===== src/rtl/popcount_engine.sv =====
// Multi-cycle population counter: sums CHUNK bits per clock, LSB-first, and
// reports ones/zeros count or a one-hot / one-hot-or-zero flag.
module popcount_engine #(
   parameter int WIDTH = 32,
   parameter int CHUNK = 8
) (
   input  logic                       clk,
   input  logic                       rst_n,
   input  logic                       in_valid,
   output logic                       in_ready,
   input  logic [WIDTH-1:0]           in_data,
   input  logic [1:0]                 in_mode,
   output logic                       out_valid,
   input  logic                       out_ready,
   output logic [$clog2(WIDTH+1)-1:0] out_count,
   output logic                       out_flag
);

   localparam int NCHUNK = WIDTH / CHUNK;
   localparam int CNT_W  = $clog2(WIDTH + 1);
   localparam int CCW    = (NCHUNK > 1) ? $clog2(NCHUNK) : 1;

   typedef enum logic [1:0] {IDLE, COUNT, DONE} state_t;

   state_t             state_q, state_d;
   logic [WIDTH-1:0]   shift_q, shift_d;
   logic [1:0]         mode_q, mode_d;
   logic [CNT_W-1:0]   acc_q, acc_d;
   logic [CCW-1:0]     cnt_q, cnt_d;
   logic [CNT_W-1:0]   out_count_q, out_count_d;
   logic               out_flag_q, out_flag_d;

   logic [CNT_W-1:0]   chunk_pop;
   logic [CNT_W-1:0]   ones;
   logic [CNT_W-1:0]   res_count;

   always_comb begin
      chunk_pop = '0;
      for (int i = 0; i < CHUNK; i++)
         chunk_pop = chunk_pop + CNT_W'(shift_q[i]);
   end

   // Final tally is formed from the last chunk directly so the result can be
   // registered on the same edge that enters DONE.
   assign ones      = acc_q + chunk_pop;
   assign res_count = (mode_q == 2'd1) ? CNT_W'(WIDTH) - ones : ones;

   always_comb begin
      state_d     = state_q;
      shift_d     = shift_q;
      mode_d      = mode_q;
      acc_d       = acc_q;
      cnt_d       = cnt_q;
      out_count_d = out_count_q;
      out_flag_d  = out_flag_q;
      in_ready    = 1'b0;
      out_valid   = 1'b0;
      case (state_q)
         IDLE: begin
            in_ready = 1'b1;
            if (in_valid) begin
               shift_d = in_data;
               mode_d  = in_mode;
               acc_d   = '0;
               cnt_d   = CCW'(NCHUNK - 1);
               state_d = COUNT;
            end
         end
         COUNT: begin
            acc_d   = ones;
            shift_d = WIDTH'(shift_q >> CHUNK);
            cnt_d   = cnt_q - 1'b1;
            if (cnt_q == '0) begin
               cnt_d       = '0;
               out_count_d = res_count;
               case (mode_q)
                  2'd2:    out_flag_d = (ones == CNT_W'(1));
                  2'd3:    out_flag_d = (ones <= CNT_W'(1));
                  default: out_flag_d = res_count[0];
               endcase
               state_d = DONE;
            end
         end
         DONE: begin
            out_valid = 1'b1;
            if (out_ready)
               state_d = IDLE;
         end
         default: state_d = IDLE;
      endcase
   end

   always_ff @(posedge clk or negedge rst_n) begin
      if (!rst_n) begin
         state_q     <= IDLE;
         shift_q     <= '0;
         mode_q      <= '0;
         acc_q       <= '0;
         cnt_q       <= '0;
         out_count_q <= '0;
         out_flag_q  <= 1'b0;
      end else begin
         state_q     <= state_d;
         shift_q     <= shift_d;
         mode_q      <= mode_d;
         acc_q       <= acc_d;
         cnt_q       <= cnt_d;
         out_count_q <= out_count_d;
         out_flag_q  <= out_flag_d;
      end
   end

   assign out_count = out_count_q;
   assign out_flag  = out_flag_q;

endmodule

===== config.mk =====
export PLATFORM = sky130hd
export DESIGN_NAME = popcount_engine
export DESIGN_NICKNAME = d
export VERILOG_FILES = /design/src/rtl/popcount_engine.sv
export SDC_FILE = /design/constraint.sdc
export NUM_CORES = 1
export LEC_CHECK = 0
export BUFFER_PORTS_ARGS = -buffer_cell sky130_fd_sc_hd__buf_2
export CAP_MARGIN = 30
export CORE_MARGIN = 10
export CORE_UTILIZATION = 38
export DETAILED_ROUTE_END_ITERATION = 8
export PLACE_DENSITY_LB_ADDON = 0.1
export SLEW_MARGIN = 10
export SYNTH_ARGS = -nofsm -noshare
export SYNTH_HDL_FRONTEND = slang
export SYNTH_SLANG_ARGS = --single-unit

===== constraint.sdc =====
create_clock -name clk -period 5.46 [get_ports clk]
set_clock_uncertainty 0.05 [all_clocks]
set_input_delay 1.092 -clock clk [delete_from_list [all_inputs] [get_ports clk]]
set_output_delay 1.092 -clock clk [all_outputs]
set_load 0.02 [all_outputs]

* Word-level counts from Yosys, hierarchy flattened
Cells that the tools add are included.
Storage, ports and cells: bits in registers 51, bits of input ports 38, output and inout bits 9, logic and storage cells 49
Operators by class: add/sub/neg operators 10, magnitude comparators 1, eq/ne operators 9, multiplexer cells 15, reduce and logical (&&, ||, !) cells 7
Operators with widths (count):
- one-hot mux 32 bit (2 select lines) | 1
- 2-to-1 mux 32 bit | 1
- adder 6 x 1 -> 6 bit | 2
- 2-to-1 mux 6 bit | 2
- one-hot mux 6 bit (2 select lines) | 1
- 2-to-1 mux 2 bit | 5
- adder 5 x 1 -> 6 bit | 1
- adder 6 bit | 1
- equality test 2 bit, second input constant | 3
- equality test 6 x 1 -> 1 bit, second input constant | 1
- less-or-equal comparator 6 x 1 -> 1 bit, second input constant | 1
- != test 2 bit, second input constant | 3
- one-hot mux 2 bit (3 select lines) | 1
- AND reduction 2 bit | 3
- subtractor 6 bit, first input constant | 1
- adder 4 x 1 -> 5 bit | 1
- adder 3 x 1 -> 4 bit | 1
- equality test 2 x 1 -> 1 bit, second input constant | 2
- logical NOT 2 bit | 2
- one-hot mux 2 bit (2 select lines) | 1
- adder 2 x 1 -> 3 bit | 1
- AND reduction 3 bit | 1
- adder 1 x 1 -> 2 bit | 1
- 2-to-1 mux 1 bit | 2
- 3 further kinds | 3

* Longest topological paths before layout
Gate-level depths: netlist of the first run.
depth after elaboration 11, mapped depth 13, mapped depth without buffers 13

* Least setup slack after synthesis of the first run
OpenSTA, ideal clock, no wires.
kind reg2reg, from register shift_q[0], to register out_count_q[5], in the netlist out_count[5], library setup time 0.124 ns, data arrival time 3.557 ns, required time 5.286 ns, path slack 1.729 ns, cell stages (with the launch flop) 13, path buffers 0, clock period less this slack 3.731 ns, cells stage by stage dfrtp_1 fa_1 inv_1 fa_1 fa_1 fa_1 fa_1 nand2b_1 a21oi_2 xnor2_1 nor3_2 xor2_1 o21ai_1
On the way: longest elaborated chain between the ends 10
Ends and longest elaborated chain:
- start: declaration | line 26 | logic [WIDTH-1:0] shift_q, shift_d;
- start signal: assignment | line 104 | shift_q <= shift_d;
- adder 1 x 1 -> 2 bit (*) | line 40 | chunk_pop = chunk_pop + CNT_W'(shift_q[i]);
- adder 2 x 1 -> 3 bit (*) | line 40
- adder 3 x 1 -> 4 bit (*) | line 40
- adder 4 x 1 -> 5 bit (*) | line 40
- adder 5 x 1 -> 6 bit (*) | line 40
- adder 6 x 1 -> 6 bit (*) (2 in a row) | line 40
- adder 6 bit (*) | line 45 | assign ones = acc_q + chunk_pop;
- subtractor 6 bit | line 46 | assign res_count = (mode_q == 2'd1) ? CNT_W'(WIDTH) - ones : ones;
- 2-to-1 mux 6 bit (*) | line 46
- end signal: assignment | line 108 | out_count_q <= out_count_d;
- end: declaration | line 30 | logic [CNT_W-1:0] out_count_q, out_count_d;
Every way passes the cells marked *; elsewhere a longest branch is shown, timed or not. A chain may end at the register's enable or synchronous reset.

* Worst setup path in the final report of the first run
Ends and elaborated chain as after synthesis.

==> metrics, run 1 <==
status finished clean; Worst-Margin Slew 644.9 ps; CTS buffer count 5; Max Root-Sink Buffers 2; most common cell after layout, fill and taps aside nand2_1; core area 0.006719 mm^2; Critical Path Start Type register; sequential area share after synthesis 49.32%; most frequent cells in the layout 80 x nand2_1, 51 x dfrtp_1, 46 x buf_2; Post-Route WL 5.768 mm; ratio of cells with drive above 1 in the final layout 19.71%; row count 30; Crit. End Element register; clock root buffer clkbuf_8; drt pass-1 iters 4; cell taking the most area after synthesis dfrtp_1; register bit total from synthesis 51; Worst Hold Class register to register; Setup Buffers After CTS 0; Syn Nets 348; gr ovfl total 0; later-pin clock latency in the skew report 320 ps; final worst slack 1568 ps; fin nets 390; Crit Path Max Fanout 4; crit path cell chain fa_1 > inv_1 > fa_1 > fa_1 > fa_1 > fa_1 > nand2b_1 > a21oi_2 > xnor2_1 > nor3_2 > xor2_1 > o21ai_1; Sequential Area 0.001276 mm^2; min Tclk post-route 3893 ps; GPL Wtd Cong 0.8067; Slowest cell on crit path fa_1; TNS Setup 0 ps; CTS tree built; vias in the first global route 2154; io pins 47; chip width 102.5 um; first-pass GRT wire length 10.21 mm; Bufs and invs on worst path 1; Max H-tree Level 2; critical setup path kind register to register; Final ANT Viol Nets 0; GR Util All Layers 12.14%; # Max-Cap Violations 0; Fillers 705; Via density 4.926; Critical Path AT 4040 ps; die area 0.01051 mm^2; met1 GRT Util 15.77%; Post-CTS Resized 0; Largest stage delay, worst path 550 ps; post-DP HPWL 4.140 mm; ant diodes 0; cell mode on critical path fa_1; final hold viol count 0; worst path required time 5610 ps; Initial Utilization 38.51%; Async S/R FF share, synth 100.0%; Netlist Area Pre-Place 0.002587 mm^2; met2 Resource Use GR 18.84%; Most Crowded Layer GR met2; pre-CTS worst setup slack 1547 ps; dominant synthesized flop cell dfrtp_1; count of flip-flops with a built-in enable after synthesis 0; hold buffer count at cts 0; Synth Warn # 0; CTS sink count 51; cells after synthesis 297; Initial DRC Count 72; Syn Area/Cell 8.712 um^2; Cell variety after synth 32; Peak Freq 256.9 MHz; largest net degree at the start of global routing 52; final setup violation count 0; unrepaired setup endpoints after global routing no; Slew Viols, Final 0; crit share post-route 71.29%; area of the multi-input gates 0.001190 mm^2; Syn-to-layout area delta 16.05%; relative slew slack 57.01%; kind of cell adding the most delay to the critical path adder cells; DRC 0; WL per Instance 13.73 um; top cell type's share of synthesized area 49.32%; synth top area cells dfrtp_1 49%, nand2_1 12%, a31oi_1 5.1%; CTS clk-pin slew, worst paths 110 ps; Vert. Die Dim 102.5 um; PortBufs 46; global-route met3 utilization 3.418%; initial antenna violation count 0; vias post-DR 2069
[layer usage]
layer  wire length [um]  up-vias
met5                  0        -
li1                   -     1064
met3                299        7
met1               2669      966
met4                 78        0
met2               2720       32
[tightest hold or removal path: stages, from the launching register on]
cell and delay (ps):
dfrtp_1 350, nand2_1 40, o21ai_0 60
[flip-flops by register name (all words and copies together) (netlist names)]
signal     count
cnt_q          2
acc_q          6
state_q        2
out_count      6
mode_q         2
out_flag       1
shift_q       32
[synth_stat cells (2+ instances only)]
library cell,number
a31oi_1,21
xor2_1,3
o21ai_2,2
clkbuf_1,8
fa_1,5
inv_1,14
a21oi_1,9
nand2_1,80
ha_1,8
xnor2_1,5
buf_2,6
dfrtp_1,51
nor3_1,2
o21ai_1,2
nand3_1,7
o21ai_0,24
nor2b_1,2
nand2b_1,4
nor2_1,31
[worst paths after layout]
path | from | endpoint | slack (ps) | cells after the start
setup / recovery | shift_q[0] | out_count[5] | 1570 | 12
hold / removal | out_count[0] | out_count[0] | 430 | 2
setup reg to reg | shift_q[0] | out_count[5] | 1570 | 12
hold reg to reg | out_count[0] | out_count[0] | 430 | 2
max in group asynchronous | rst_n | acc_q[0] | 4100 | 2
min in group asynchronous | rst_n | out_count[2] | 810 | 2
[cells by family after synthesis]
family,Yosys count,share of synthesized area (%)
and+or+nand+nor,130,20.41
AOI/OAI and AO/OA,63,13.98
DFF,51,49.32
buffers and inverters,30,4.787
adders and majority gates,13,7.737
xor gates and xnor gates,9,3.337
muxes,1,0.4352
[stage by stage]
step | util, % | instance area [um^2] | hold slack [ps] | instances
after floorplan | - | 2587 | 399.7 | 297
after global placement | 42.63 | 2864 | 405.5 | 409
after detailed placement | 43.15 | 2899 | 416.5 | 411
after CTS | 44.58 | 2995 | 442.1 | 419
after global routing | 44.69 | 3003 | 462.5 | 420
final | 44.69 | 3003 | 432.5 | 420
[area by class of cell]
cell class                 instances  area share (%)
clock buffer                       5           2.292
clock inverter                     3          0.9167
inverter                          14           1.750
multi-input combinational        216           39.62
sequential                        51           42.50
tap                               80           3.333
timing repair buffer              51           9.583
Power of run 1 is left out: the tool's default activity adds up to more than one toggle a clock period on the data nets, which glitch-free logic cannot reach.
==> inputs of run 2 (changes only) <==
--- a/config.mk
+++ b/config.mk
@@ -5,6 +5,7 @@
 export SDC_FILE = /design/constraint.sdc
 export NUM_CORES = 1
 export LEC_CHECK = 0
+export ABC_AREA = 1
 export BUFFER_PORTS_ARGS = -buffer_cell sky130_fd_sc_hd__buf_2
 export CAP_MARGIN = 30
 export CORE_MARGIN = 10
==> constraint.sdc (replaced) <==
create_clock -name clk -period 3.19 [get_ports clk]
set_clock_uncertainty 0.05 [all_clocks]
set_input_delay 0.638 -clock clk [delete_from_list [all_inputs] [get_ports clk]]
set_output_delay 0.638 -clock clk [all_outputs]
set_load 0.02 [all_outputs]
==> metrics, run 2 <==
Syn Area/Cell 9.131 um^2 (+4.8%); # Max-Cap Violations 0 (unchanged); clock root buffer clkbuf_8; Cell variety after synth 30 (-6.3%); register bit total from synthesis 51 (unchanged); vias post-DR 2153 (+4.1%); ant diodes 0 (unchanged); final hold viol count 0 (unchanged); Crit Path Max Fanout 5 (+1); CTS buffer count 5 (unchanged); count of flip-flops with a built-in enable after synthesis 0 (unchanged); first-pass GRT wire length 10.84 mm (+6.2%); Largest stage delay, worst path 610 ps (+60 ps); final setup violation count 9 (+9); fin util 47.72% (+3.0 points); Max H-tree Level 2 (unchanged); WL per Instance 14.02 um (+2.1%); Slowest cell on crit path fa_2; Hold Slack 379.1 ps (-53.43 ps); cell mode on critical path fa_1; Async S/R FF share, synth 100.0% (unchanged); synth top area cells dfrtp_1 48%, inv_1 7.5%, nand2_1 7.2%; hold buffer count at cts 0 (unchanged); GR Util All Layers 11.85% (-0.28 points); CTS tree built; io pins 47 (unchanged); chip width 103.8 um (+1.2%); GPL Wtd Cong 0.7917 (-1.9%); sequential area share after synthesis 47.86% (-1.5 points); initial antenna violation count 0 (unchanged); ratio of cells with drive above 1 in the final layout 28.90% (+9.2 points); top cell type's share of synthesized area 47.86% (-1.5 points); drt pass-1 iters 4 (unchanged); cell taking the most area after synthesis dfrtp_1; relative slew slack 56.03% (-0.98 points); CTS clk-pin slew, worst paths 90 ps (-20 ps); Netlist Area Pre-Place 0.002666 mm^2 (+3.0%); DRC 0 (unchanged); worst path required time 3380 ps (-2230 ps); number of flip-flops in the largest register 32 (unchanged); Bufs and invs on worst path 1 (unchanged); Slew Viols, Final 0 (unchanged); Peak Freq 280.1 MHz (+9.0%); final worst slack -380.3 ps (-1948 ps); post-DP HPWL 4.333 mm (+4.7%); die area 0.01077 mm^2 (+2.5%); Post-Route WL 6.295 mm (+9.1%); CTS sink count 51 (unchanged); vias in the first global route 2264 (+5.1%); crit share post-route 111.9% (+41 points); Crit. End Element register; violated checks negative setup slack; fin nets 404 (+3.6%); kind of cell adding the most delay to the critical path adder cells; crit path cell chain fa_1 > inv_1 > fa_1 > fa_1 > fa_2 > fa_2 > ha_4 > a21oi_1 > nor3_2 > nand4_1 > nand2_1; CP Depth 11 (-1); Syn Nets 343 (-1.4%); Max Root-Sink Buffers 2 (unchanged); TNS Setup -2466 ps (-2466 ps); row count 30 (unchanged); Via density 4.795 (-2.7%); Critical Path Start Type register; Initial Utilization 39.24% (+0.73 points); PortBufs 46 (unchanged); later-pin clock latency in the skew report 300 ps (-20 ps); Initial DRC Count 99 (+38%); Final ANT Viol Nets 0 (unchanged); min Tclk post-route 3570 ps (-322.2 ps); Syn-to-layout area delta 21.59%; largest net degree at the start of global routing 52 (unchanged); Vert. Die Dim 103.8 um (+1.2%); Worst Hold Class primary input to async pin; core area 0.006794 mm^2 (+1.1%); Synth Warn # 0 (unchanged); unrepaired setup endpoints after global routing yes; dominant synthesized flop cell dfrtp_1; critical setup path kind register to register; status complete, but fails checks; Reg with most FFs shift_q; Fillers 678 (-3.8%); gr ovfl total 0 (unchanged); pre-CTS worst setup slack -424.8 ps (-1971 ps); Post-synth top cells 53 x inv_1, 51 x dfrtp_1, 51 x nand2_1; Worst-Margin Slew 659.6 ps (+14.72 ps); Critical Path AT 3760 ps (-280 ps); most frequent cells in the layout 51 x inv_1, 51 x dfrtp_1, 46 x buf_2; cells after synthesis 292 (-1.7%); cell with the most instances after synthesis inv_1; Reg2Reg Depth 11 (-1)
run 2: changes by cell type in the layout (fill, tap and decap cells not counted), sizes merged, moves of 14 or more:
cell / change
inv: +42
nor3: +22
a31oi: -20
nor2: -21
nand2: -29
a221oi: +21
buf: +14
run 2: per-stage QoR:
step / cells / cell area (um^2)
2_1_floorplan: 292 / 2696
3_3_place_gp: 436 / 3072
3_5_place_dp: 436 / 3072
4_1_cts: 445 / 3186
5_1_grt: 449 / 3242
6_report: 449 / 3242
run 2: cells by family (layout without fill, tap and decap cells):
logic type      after synthesis  in the layout  share of synthesized area (%)
fa+ha+maj                    13             13                          7.509
flops                        51             51                          47.86
simple gates                101            101                          18.11
buf+inv                      68            129                          10.93
compound gates               58             58                          15.25
xor+xnor                      1              1                         0.3285
run 2: what timing repair did:
item                       in CTS  in global routing
gates resized for setup         6                  8
setup buffers                   3                  4
setup endpoints to repair       9                 11
pin swaps                       2                  4
run 2: final timing paths:
kind	from	end	slack (ps)
max in group asynchronous	rst_n	out_count[2]	2250
max	shift_q[0]	out_flag	-380
min in group clk	out_count[0]	out_count[0]	420
min	rst_n	shift_q[25]	380
min reg2reg	out_count[0]	out_count[0]	420
max reg2reg	shift_q[0]	out_flag	-380
run 2: layer usage:
metal / routed length (um) / global-route usage (%) / up-vias
li1: - / - / 1091
met1: 3184 / 15.80 / 1022
met2: 2822 / 18.87 / 36
met3: 230 / 2.726 / 4
met4: 58 / 2.982 / 0
met5: 0 / 0 / -
run 2: final cells by class:
type | instances | area, um^2 | area share, %
flip-flops and latches | 51 | 1276 | 39.37
multi-input cells | 173 | 1164 | 35.89
repair buffers | 65 | 380.4 | 11.73
inverters | 57 | 219.0 | 6.754
well taps | 96 | 120.1 | 3.705
clock buffers | 5 | 68.82 | 2.123
clock inverters | 2 | 13.76 | 0.4245
Power of run 2 is left out for the same reason.
==> inputs of run 3 (changes only) <==
--- a/config.mk
+++ b/config.mk
@@ -11,7 +11,7 @@
 export CORE_MARGIN = 10
 export CORE_UTILIZATION = 38
 export DETAILED_ROUTE_END_ITERATION = 8
-export PLACE_DENSITY_LB_ADDON = 0.1
+export PLACE_DENSITY = 0.67
 export SLEW_MARGIN = 10
 export SYNTH_ARGS = -nofsm -noshare
 export SYNTH_HDL_FRONTEND = slang
==> metrics, run 3 (synthesis gave the netlist of run 2 again) <==
min Tclk post-route 3661 ps (+90.84 ps); violated checks negative setup slack; CTS clk-pin slew, worst paths 100 ps (about the same); Critical Path AT 3820 ps (+60 ps); Final ANT Viol Nets 0 (unchanged); CTS sink count 51 (unchanged); gr ovfl total 0 (unchanged); most common cell after layout, fill and taps aside dfrtp_1; WL per Instance 14.24 um (+1.6%); DRC 0 (unchanged); kind of cell adding the most delay to the critical path adder cells; critical setup path kind register to register; unrepaired setup endpoints after global routing yes; Crit. End Element register; io pins 47 (unchanged); most frequent cells in the layout 51 x dfrtp_1, 50 x inv_1, 46 x buf_2; final hold viol count 0 (unchanged); Worst-Margin Slew 423.0 ps (-236.6 ps); Slowest cell on crit path fa_2; status complete, but fails checks; later-pin clock latency in the skew report 320 ps (+20 ps); crit share post-route 114.8% (+2.8 points); number of flip-flops in the largest register 32 (unchanged); Syn-to-layout area delta 25.48%; relative slew slack 71.80% (+16 points); Bufs and invs on worst path 2 (+1); fin nets 408 (+0.99%); worst path required time 3350 ps (-30 ps); Via density 4.885 (+1.9%); Hold Slack 185.8 ps (-193.3 ps); post-DP HPWL 4.377 mm (+1.0%); chip width 103.8 um (unchanged); Max H-tree Level 2 (unchanged); Fillers 622 (-8.3%); drt pass-1 iters 4 (unchanged); GPL Wtd Cong 0.8773 (+11%); Post-Route WL 6.466 mm (+2.7%); Critical Path Start Type register; Initial Utilization 39.24% (unchanged); GR Util All Layers 12.07% (+0.22 points); cell mode on critical path fa_1; r2r startpoint shift_q[0]; clock root buffer clkbuf_8; PortBufs 46 (unchanged); initial antenna violation count 0 (unchanged); crit path cell chain fa_1 > inv_1 > fa_1 > fa_1 > fa_2 > fa_2 > ha_4 > buf_4 > nor2_4 > a21oi_1 > o21ai_2; CTS tree built; row count 30 (unchanged); vias post-DR 2218 (+3.0%); Max Root-Sink Buffers 2 (unchanged); highest routed layer met4; Crit. Startpoint shift_q[0]; die area 0.01077 mm^2 (unchanged); first-pass GRT wire length 10.90 mm (+0.58%); Largest stage delay, worst path 610 ps (about the same); Crit Path Max Fanout 5 (unchanged); ratio of cells with drive above 1 in the final layout 32.12% (+3.2 points); Initial DRC Count 121 (+22%); hold buffer count at cts 0 (unchanged); CTS buffer count 5 (unchanged); Reg with most FFs shift_q; ant diodes 0 (unchanged); final worst slack -471.2 ps (-90.84 ps); vias in the first global route 2249 (-0.66%); TNS Setup -2899 ps (-432.9 ps); pre-CTS worst setup slack -461.0 ps (-36.28 ps); Slew Viols, Final 0 (unchanged); met2 wire len 3.206 mm (+14%); fin util 49.24% (+1.5 points); Vert. Die Dim 103.8 um (unchanged); met3 WL 321 um (+40%); final setup violation count 9 (unchanged); Peak Freq 273.1 MHz (-2.5%); core area 0.006794 mm^2 (unchanged); Worst Hold Class primary input to async pin; # Max-Cap Violations 0 (unchanged); largest net degree at the start of global routing 39 (-25%); Post-Route M1 WL 2.815 mm (-12%)
==> run 3: worst register-to-register path, stage by stage (launching register included) <==
cell	delay [ps]
dfrtp_1	420
fa_1	550
inv_1	50
fa_1	490
fa_1	430
fa_2	370
fa_2	610
ha_4	150
buf_4	110
nor2_4	40
a21oi_1	200
o21ai_2	90
==> run 3: area by class of cell <==
type | instances | area, um^2 | area share [%]
Clock buffer | 5 | 68.82 | 2.057
Clock inverter | 3 | 23.77 | 0.7105
Inverter | 57 | 221.5 | 6.619
Multi-Input combinational cell | 173 | 1217 | 36.39
Sequential cell | 51 | 1276 | 38.14
Tap cell | 96 | 120.1 | 3.590
Timing Repair Buffer | 69 | 417.9 | 12.49
==> run 3: routing by layer <==
metal | vias to the layer above | GRT usage, %
met3 | 8 | 3.098
met2 | 52 | 19.23
met1 | 1048 | 15.13
met4 | 0 | 5.070
li1 | 1110 | -
met5 | - | 0
==> run 3: worst paths after layout <==
kind                                 to  slack, ps  cells after the start
max                        out_count[2]       -470                     11
max reg2reg                out_count[2]       -470                     11
min                          shift_q[9]        190                      1
max in group asynchronous  out_count[5]       2120                      2
min in group clk           out_count[0]        430                      2
min reg2reg                out_count[0]        430                      2
==> run 3: per-stage QoR <==
step           instances  cell area (um^2)
4_1_cts              443              3199
3_3_place_gp         434              3057
2_1_floorplan        292              2696
5_1_grt              454              3346
3_5_place_dp         434              3057
6_report             454              3346
==> run 3: timing repair <==
action                     in CTS  in global routing
pin swaps                       6                 14
setup endpoints to repair      10                 11
resized for setup              14                 20
buffers inserted                3                 12
Power of run 3 is left out for the same reason.
